===== src/rtl/fir_pkg.sv =====
`default_nettype none
// ============================================================================
// Module      : fir_pkg
// Description : Shared constants and state encodings for the FIR AXI-Lite
//               configuration block.
// Revision    : 1.0 - initial release
// ============================================================================
package fir_pkg;

    localparam int unsigned ADDR_AP_CTRL  = 'h00;
    localparam int unsigned ADDR_LEN      = 'h10;
    localparam int unsigned ADDR_PERF     = 'h14;
    localparam int unsigned ADDR_TAP_BASE = 'h40;

    localparam int unsigned AP_START_BIT = 0;
    localparam int unsigned AP_DONE_BIT  = 1;
    localparam int unsigned AP_IDLE_BIT  = 2;

    typedef enum logic [1:0] {
        W_IDLE = 2'd0,
        W_ADDR = 2'd1,
        W_DATA = 2'd2
    } w_state_t;

    typedef enum logic [1:0] {
        R_IDLE = 2'd0,
        R_ADDR = 2'd1,
        R_RAM  = 2'd2,
        R_DATA = 2'd3
    } r_state_t;

endpackage
`default_nettype wire


===== src/rtl/fir_ap_ctrl.sv =====
`default_nettype none
// ============================================================================
// Module      : fir_ap_ctrl
// Description : ap_start / ap_done / ap_idle / busy flops with their priority.
// Revision    : 1.0 - initial release
// ============================================================================
module fir_ap_ctrl (
    input  logic clk,
    input  logic rst,
    input  logic i_start_req,
    input  logic i_core_done,
    input  logic i_done_clr,
    output logic o_ap_start,
    output logic o_ap_done,
    output logic o_ap_idle,
    output logic o_busy
);

    logic r_ap_start;
    logic r_ap_done;
    logic r_ap_idle;
    logic r_busy;

    // core_done outranks the read-clear of ap_done
    always_ff @(posedge clk) begin
        if (rst) begin
            r_ap_start <= 1'b0;
            r_ap_done  <= 1'b0;
            r_ap_idle  <= 1'b1;
            r_busy     <= 1'b0;
        end else begin
            r_ap_start <= 1'b0;
            if (i_core_done) begin
                r_ap_done <= 1'b1;
                r_ap_idle <= 1'b1;
                r_busy    <= 1'b0;
            end else if (i_start_req && r_ap_idle) begin
                r_ap_start <= 1'b1;
                r_ap_idle  <= 1'b0;
                r_ap_done  <= 1'b0;
                r_busy     <= 1'b1;
            end else if (i_done_clr) begin
                r_ap_done <= 1'b0;
            end
        end
    end

    assign o_ap_start = r_ap_start;
    assign o_ap_done  = r_ap_done;
    assign o_ap_idle  = r_ap_idle;
    assign o_busy     = r_busy;

endmodule
`default_nettype wire


===== src/rtl/fir_axil_cfg.sv =====
`default_nettype none
// ============================================================================
// Module      : fir_axil_cfg
// Description : AXI-Lite config responder for the FIR: ap_ctrl, data_length,
//               tap BRAM access. Optional cycle counter via FIR_CFG_PERF_EN.
// Revision    : 1.0 - initial release
// ============================================================================
module fir_axil_cfg
    import fir_pkg::*;
#(
    parameter int pADDR_WIDTH = 12,
    parameter int pDATA_WIDTH = 32,
    parameter int Tape_Num    = 11
) (
    input  logic                   axis_clk,
    input  logic                   axis_rst,
    input  logic [pADDR_WIDTH-1:0] awaddr,
    input  logic                   awvalid,
    output logic                   awready,
    input  logic [pDATA_WIDTH-1:0] wdata,
    input  logic                   wvalid,
    output logic                   wready,
    input  logic [pADDR_WIDTH-1:0] araddr,
    input  logic                   arvalid,
    output logic                   arready,
    output logic [pDATA_WIDTH-1:0] rdata,
    output logic                   rvalid,
    input  logic                   rready,
    output logic [3:0]             tap_WE,
    output logic                   tap_EN,
    output logic [pDATA_WIDTH-1:0] tap_Di,
    output logic [pADDR_WIDTH-1:0] tap_A,
    input  logic [pDATA_WIDTH-1:0] tap_Do,
    input  logic [pADDR_WIDTH-1:0] core_tap_A,
    input  logic                   core_done,
    output logic                   ap_start_o,
    output logic [pDATA_WIDTH-1:0] data_length
);

    localparam logic [pADDR_WIDTH-1:0] c_ap_ctrl  = pADDR_WIDTH'(ADDR_AP_CTRL);
    localparam logic [pADDR_WIDTH-1:0] c_len      = pADDR_WIDTH'(ADDR_LEN);
    localparam logic [pADDR_WIDTH-1:0] c_tap_base = pADDR_WIDTH'(ADDR_TAP_BASE);
    localparam logic [pADDR_WIDTH-1:0] c_tap_last = pADDR_WIDTH'(ADDR_TAP_BASE + 4 * (Tape_Num - 1));

    w_state_t               r_wstate;
    r_state_t               r_rstate;
    logic [pADDR_WIDTH-1:0] r_waddr;
    logic [pADDR_WIDTH-1:0] r_raddr;
    logic                   r_awready;
    logic                   r_wready;
    logic                   r_arready;
    logic                   r_rvalid;
    logic [pDATA_WIDTH-1:0] r_rdata;
    logic [pDATA_WIDTH-1:0] r_data_length;
    logic [pDATA_WIDTH-1:0] w_reg_rdata;
    logic                   w_busy;
    logic                   w_ap_done;
    logic                   w_ap_idle;
    logic                   w_wr_commit;
    logic                   w_wr_tap;
    logic                   w_rd_tap_issue;
    logic                   w_start_req;
    logic                   w_done_clr;

    function automatic logic f_is_tap(input logic [pADDR_WIDTH-1:0] a);
        return (a >= c_tap_base) && (a <= c_tap_last) && (a[1:0] == 2'b00);
    endfunction

    assign w_wr_commit    = (r_wstate == W_DATA) && wvalid && r_wready;
    assign w_wr_tap       = w_wr_commit && f_is_tap(r_waddr) && !w_busy;
    assign w_rd_tap_issue = (r_rstate == R_ADDR) && f_is_tap(r_raddr) && !w_busy;
    assign w_start_req    = w_wr_commit && (r_waddr == c_ap_ctrl) && wdata[AP_START_BIT];
    assign w_done_clr     = (r_rstate == R_DATA) && r_rvalid && rready && (r_raddr == c_ap_ctrl);

    fir_ap_ctrl u_ap_ctrl (
        .clk         (axis_clk),
        .rst         (axis_rst),
        .i_start_req (w_start_req),
        .i_core_done (core_done),
        .i_done_clr  (w_done_clr),
        .o_ap_start  (ap_start_o),
        .o_ap_done   (w_ap_done),
        .o_ap_idle   (w_ap_idle),
        .o_busy      (w_busy)
    );

`ifdef FIR_CFG_PERF_EN
    localparam logic [pADDR_WIDTH-1:0] c_perf = pADDR_WIDTH'(ADDR_PERF);
    logic [31:0] r_perf_cnt;

    always_ff @(posedge axis_clk) begin
        if (axis_rst)
            r_perf_cnt <= '0;
        else if (ap_start_o)
            r_perf_cnt <= '0;
        else if (w_busy)
            r_perf_cnt <= r_perf_cnt + 32'd1;
    end
`endif

    // A pending tap write takes the BRAM port; the read waits in R_ADDR
    always_comb begin
        tap_A  = '0;
        tap_EN = 1'b0;
        tap_WE = 4'h0;
        tap_Di = wdata;
        if (w_busy) begin
            tap_A  = core_tap_A;
            tap_EN = 1'b1;
        end else if (w_wr_tap) begin
            tap_A  = r_waddr - c_tap_base;
            tap_EN = 1'b1;
            tap_WE = 4'hF;
        end else if (w_rd_tap_issue) begin
            tap_A  = r_raddr - c_tap_base;
            tap_EN = 1'b1;
        end
    end

    always_comb begin
        w_reg_rdata = '0;
        if (f_is_tap(r_raddr)) begin
            w_reg_rdata = '1;
        end else if (r_raddr == c_ap_ctrl) begin
            w_reg_rdata[AP_DONE_BIT] = w_ap_done;
            w_reg_rdata[AP_IDLE_BIT] = w_ap_idle;
        end else if (r_raddr == c_len) begin
            w_reg_rdata = r_data_length;
        end
`ifdef FIR_CFG_PERF_EN
        else if (r_raddr == c_perf) begin
            w_reg_rdata = pDATA_WIDTH'(r_perf_cnt);
        end
`endif
    end

    always_ff @(posedge axis_clk) begin
        if (axis_rst) begin
            r_wstate      <= W_IDLE;
            r_awready     <= 1'b0;
            r_wready      <= 1'b0;
            r_waddr       <= '0;
            r_data_length <= '0;
        end else begin
            case (r_wstate)
                W_IDLE: begin
                    if (awvalid) begin
                        r_awready <= 1'b1;
                        r_waddr   <= awaddr;
                        r_wstate  <= W_ADDR;
                    end
                end
                W_ADDR: begin
                    r_awready <= 1'b0;
                    r_wready  <= 1'b1;
                    r_wstate  <= W_DATA;
                end
                W_DATA: begin
                    if (w_wr_commit) begin
                        r_wready <= 1'b0;
                        r_wstate <= W_IDLE;
                        if (r_waddr == c_len && !w_busy)
                            r_data_length <= wdata;
                    end
                end
                default: begin
                    r_awready <= 1'b0;
                    r_wready  <= 1'b0;
                    r_wstate  <= W_IDLE;
                end
            endcase
        end
    end

    always_ff @(posedge axis_clk) begin
        if (axis_rst) begin
            r_rstate  <= R_IDLE;
            r_arready <= 1'b0;
            r_rvalid  <= 1'b0;
            r_rdata   <= '0;
            r_raddr   <= '0;
        end else begin
            case (r_rstate)
                R_IDLE: begin
                    if (arvalid) begin
                        r_arready <= 1'b1;
                        r_raddr   <= araddr;
                        r_rstate  <= R_ADDR;
                    end
                end
                R_ADDR: begin
                    r_arready <= 1'b0;
                    if (w_rd_tap_issue) begin
                        if (!w_wr_tap)
                            r_rstate <= R_RAM;
                    end else begin
                        r_rdata  <= w_reg_rdata;
                        r_rvalid <= 1'b1;
                        r_rstate <= R_DATA;
                    end
                end
                R_RAM: begin
                    r_rdata  <= tap_Do;
                    r_rvalid <= 1'b1;
                    r_rstate <= R_DATA;
                end
                R_DATA: begin
                    if (rready) begin
                        r_rvalid <= 1'b0;
                        r_rstate <= R_IDLE;
                    end
                end
                default: r_rstate <= R_IDLE;
            endcase
        end
    end

    assign awready     = r_awready;
    assign wready      = r_wready;
    assign arready     = r_arready;
    assign rvalid      = r_rvalid;
    assign rdata       = r_rdata;
    assign data_length = r_data_length;

endmodule
`default_nettype wire


===== config.mk =====
export PLATFORM = sky130hd
export DESIGN_NAME = fir_axil_cfg
export DESIGN_NICKNAME = d
export VERILOG_FILES = /design/src/rtl/fir_pkg.sv /design/src/rtl/fir_ap_ctrl.sv /design/src/rtl/fir_axil_cfg.sv
export SDC_FILE = /design/constraint.sdc
export NUM_CORES = 1
export LEC_CHECK = 0
export BUFFER_PORTS_ARGS = -buffer_cell sky130_fd_sc_hd__buf_2
export CORE_MARGIN = 3
export CORE_UTILIZATION = 35
export CTS_BUF_LIST = sky130_fd_sc_hd__clkbuf_4
export CTS_CLUSTER_DIAMETER = 60
export DETAILED_ROUTE_END_ITERATION = 12
export PLACE_DENSITY_LB_ADDON = 0.08
export REMOVE_ABC_BUFFERS = 1
export SLEW_MARGIN = 30
export SYNTH_ARGS = -nofsm -noshare
export SYNTH_HDL_FRONTEND = slang
export SYNTH_SLANG_ARGS = --single-unit

===== constraint.sdc =====
create_clock -name axis_clk -period 5.1 [get_ports axis_clk]
set_input_delay 0.51 -clock axis_clk [delete_from_list [all_inputs] [get_ports axis_clk]]
set_output_delay 0.51 -clock axis_clk [all_outputs]
set_load 0.05 [all_outputs]

==> flow_metrics.tcl <==
set metrics [dict create \
    status "finished clean" \
    r2r_slack_ns 2.45 \
    p_clk_share_pct 13.4 \
    antenna_found_initial 0 \
    track_usage_pct 19.1 \
    post_cts_buffers 0 \
    synthToLayoutAreaGrowth_pct 21.8 \
    peakVddDrop_v 0.000163 \
    grt_overflow_total 0 \
    antenna_left 0 \
    synthAdderAreaFrac_pct 2.33 \
    wirelength_mm 15.0 \
    num_vias 4706 \
    num_rows 42 \
    synth_area_um2 4830 \
    synth.yosys.warnings 0 \
    cts.path.max_buffers 2 \
    drt-vias-per-instance 5.03 \
    pwr-share-seq_pct 36.4 \
    synth_flop_cell "dfxtp_1" \
    layout_common_cells "buf_2 (224), nand2_1 (153), dfxtp_1 (100)" \
    wire_per_inst_um 16.0 \
    async_reset_ff_share_pct 0 \
    cts_hold_buffers 0 \
    crit_type "reg -> out" \
    ios 225 \
    r2r_cells 7 \
    drive_above_1_share_pct 33.4 \
    worstPathCellList "inv_1, ha_1, a32oi_1, o21ai_1, nor4_4, a311oi_1, a21oi_1, buf_2" \
    pre_cts_slack_ns 2.16 \
    r2r_start "r_raddr[6]" \
    fill_cells 1382 \
    portBuffers 224 \
    synth_area_per_cell_um2 8.23 \
    cp.depth 8 \
    path_max_fanout 10 \
    p_leak_nw 2.70 \
    min_path_type "in -> reg" \
    setup_viol 0 \
    grt_start_max_net_pins 73 \
    layout_commonest_cell "buf_2" \
    maxSlewViolCount 0 \
    grt_pass1_vias 4448 \
    clock_latency_ns 0.47 \
    fin_tns_setup_ns 0 \
    initial_core_util_pct 36.2 \
    gp_congestion 0.814 \
    end_kind "output pin" \
    setup_ws_ns 1.61 \
    clk_pin_slew_worst_paths_ns 0.14 \
    synth_xor_area_share_pct 0.726 \
    die-area_um2 15200 \
    synth_edf_count 0 \
    crit_buf_inv 2 \
    cts_tree "built" \
    powerDensity_nw_per_um2 471 \
    critical_path.slowest_cell "nor4_4" \
    yosys-mux-area-fraction_pct 1.24 \
    cp_slowest_stage_delay_ns 0.66 \
    drc 0 \
    p_int_mw 1.46 \
    crit_family "compound AO/OA/AOI/OAI gates" \
    ys_ff_latch 100 \
    power.switching_mw 1.31 \
    nets 870 \
    die_y_um 123 \
    startpoint_type "flip-flop" \
    rsz0062_at_grt "false" \
    holdCritStartpoint "core_done" \
    crit-reg2reg-capture "rdata[5]" \
    pwr-share-comb_pct 50.2 \
    cts.htree.levels 3 \
    synth-simple-area-share_pct 21.2 \
    maxCapViolCount 0 \
    synth_top_family_by_area "compound AO/OA/AOI/OAI gates" \
    cts_root_buf "clkbuf_4" \
    whs_endpoint "u_ap_ctrl.o_ap_start" \
    syn_inst 587 \
    die_w_um 123 \
    dpl.cell_count 919 \
    crit_required_ns 4.59 \
    dp_hpwl_mm 10.8 \
    grt_pass1_wl_mm 22.7 \
    synth_compound_area_share_pct 22.3 \
    drtIter0Drc 266 \
    hold_depth 2 \
    slew_headroom_pct 45.5 \
    cts_buffers 9 \
    tightest_slew_ns 0.817 \
    cts_resized 0 \
    fin_crit_sh_pct 68.5 \
    cts.sinks 100 \
    critPathArrivalTime_ns 2.98 \
    switching_share_pct 47.4 \
    post-route-min-period_ns 3.49 \
    hold_violations 0 \
    max_freq_mhz 286 \
    synth.distinct_cells 50 \
    drtPass1Iterations 4 \
    yosysSeqAreaShare_pct 41.5 \
    skew_ns 0.0267 \
    final_cells 935 \
    core_area_um2 13300 \
]
[per-stage QoR]
step	total power, mW	utilization, %	instance area [µm²]	hold WS (ns)
floorplan	1.98	-	4380	0.430
global placement	2.42	43.2	5770	0.449
detailed placement	2.43	43.2	5770	0.459
CTS	2.80	44.0	5880	0.215
global route	2.95	44.0	5880	0.219
finish	2.77	44.0	5880	0.266
[layer usage]
metal | up-vias | global-route usage, % | share of wire (%)
li1 | 2343 | - | -
met4 | 0 | 7.82 | 2.1
met5 | - | 0 | 0
met1 | 2167 | 24.2 | 45
met2 | 176 | 31.8 | 46
met3 | 20 | 3.57 | 7.3
[worst max-delay path by stage]
stage	startpoint	to	slack, ns
3_5_place_dp	r_raddr[6]	tap_A[9]	2.16
6_report	r_raddr[6]	tap_A[9]	1.61
4_1_cts	r_raddr[6]	tap_A[9]	1.58
3_3_place_gp	r_rstate[0]	rdata[2]	2.20
2_1_floorplan	wready	data_length[0]	2.04
5_1_grt	r_raddr[6]	tap_A[9]	1.34
[cells in the mapped netlist (2+ instances only)]
cell | count | area share, %
a21oi_1 | 65 | 6.7
a211oi_1 | 2 | 0.31
a311oi_1 | 2 | 0.36
nand3b_1 | 2 | 0.31
buf_2 | 2 | 0.21
or4_1 | 2 | 0.31
a22o_1 | 33 | 6.0
nand3_1 | 9 | 0.93
dfxtp_1 | 100 | 41
nand4_1 | 2 | 0.26
o211ai_1 | 3 | 0.47
nand2_1 | 153 | 12
nor3_2 | 2 | 0.41
nor3b_1 | 2 | 0.31
clkbuf_1 | 30 | 2.3
buf_4 | 35 | 5.4
mux2i_1 | 6 | 1.2
or3_1 | 3 | 0.39
nand2b_1 | 7 | 0.91
and4_1 | 2 | 0.36
and2_1 | 3 | 0.39
a21o_1 | 3 | 0.47
buf_6 | 6 | 1.4
ha_1 | 9 | 2.3
nor4_1 | 4 | 0.52
a31oi_1 | 2 | 0.26
a2bb2oi_1 | 30 | 5.4
o21ai_0 | 3 | 0.31
nor2b_1 | 2 | 0.26
a32o_1 | 2 | 0.41
nor3_1 | 10 | 1.0
nor2_1 | 16 | 1.2
inv_1 | 16 | 1.2
xnor2_1 | 3 | 0.54
[cell families (layout without fill, tap and decap cells)]
logic type | after synthesis | after routing
flops | 100 | 100
xor+xnor | 4 | 4
mux | 6 | 6
buf+inv | 90 | 261
fa+ha+maj | 9 | 9
compound gates | 153 | 153
simple gates | 225 | 225
other cells | 0 | 1
[worst reg2reg max path: cells and delay by family, from the launching register on]
kind / cells / cell delay (ns)
buffers and inverters: 1 / 0.11
and+or+nand+nor: 1 / 0.66
adders and majority gates: 1 / 0.25
AOI/OAI and AO/OA: 4 / 1.15
DFF: 1 / 0.45
[sequential cells by signal, summed over array words and instances (netlist names)]
signal	flops
u_ap_ctrl.o_ap_start	1
data_length	32
u_ap_ctrl.o_busy	1
u_ap_ctrl.o_ap_done	1
wready	1
awready	1
r_raddr	12
arready	1
r_rstate	2
r_wstate	2
u_ap_ctrl.o_ap_idle	1
rdata	32
rvalid	1
r_waddr	12
[power groups by stage]
stage	clock network, mW	registers (mW)	logic (mW)
floorplan	0	1.36	0.622
global placement	0	1.02	1.40
detailed placement	0	1.03	1.40
CTS	0.388	1.01	1.40
global route	0.418	1.03	1.50
finish	0.370	1.01	1.39
[cell type report]
type | instances | area (µm²) | share of cell area [%]
Antenna cell | 1 | 2.50 | 0.0426
Timing Repair Buffer | 229 | 1160 | 19.7
Sequential cell | 100 | 2000 | 34.0
Inverter | 17 | 63.8 | 1.09
Clock inverter | 3 | 15.0 | 0.255
Tap cell | 176 | 220 | 3.75
Multi-Input combinational cell | 397 | 2330 | 39.6
Clock buffer | 12 | 90.1 | 1.53
No activity file was read; power rests on OpenSTA's default activity.
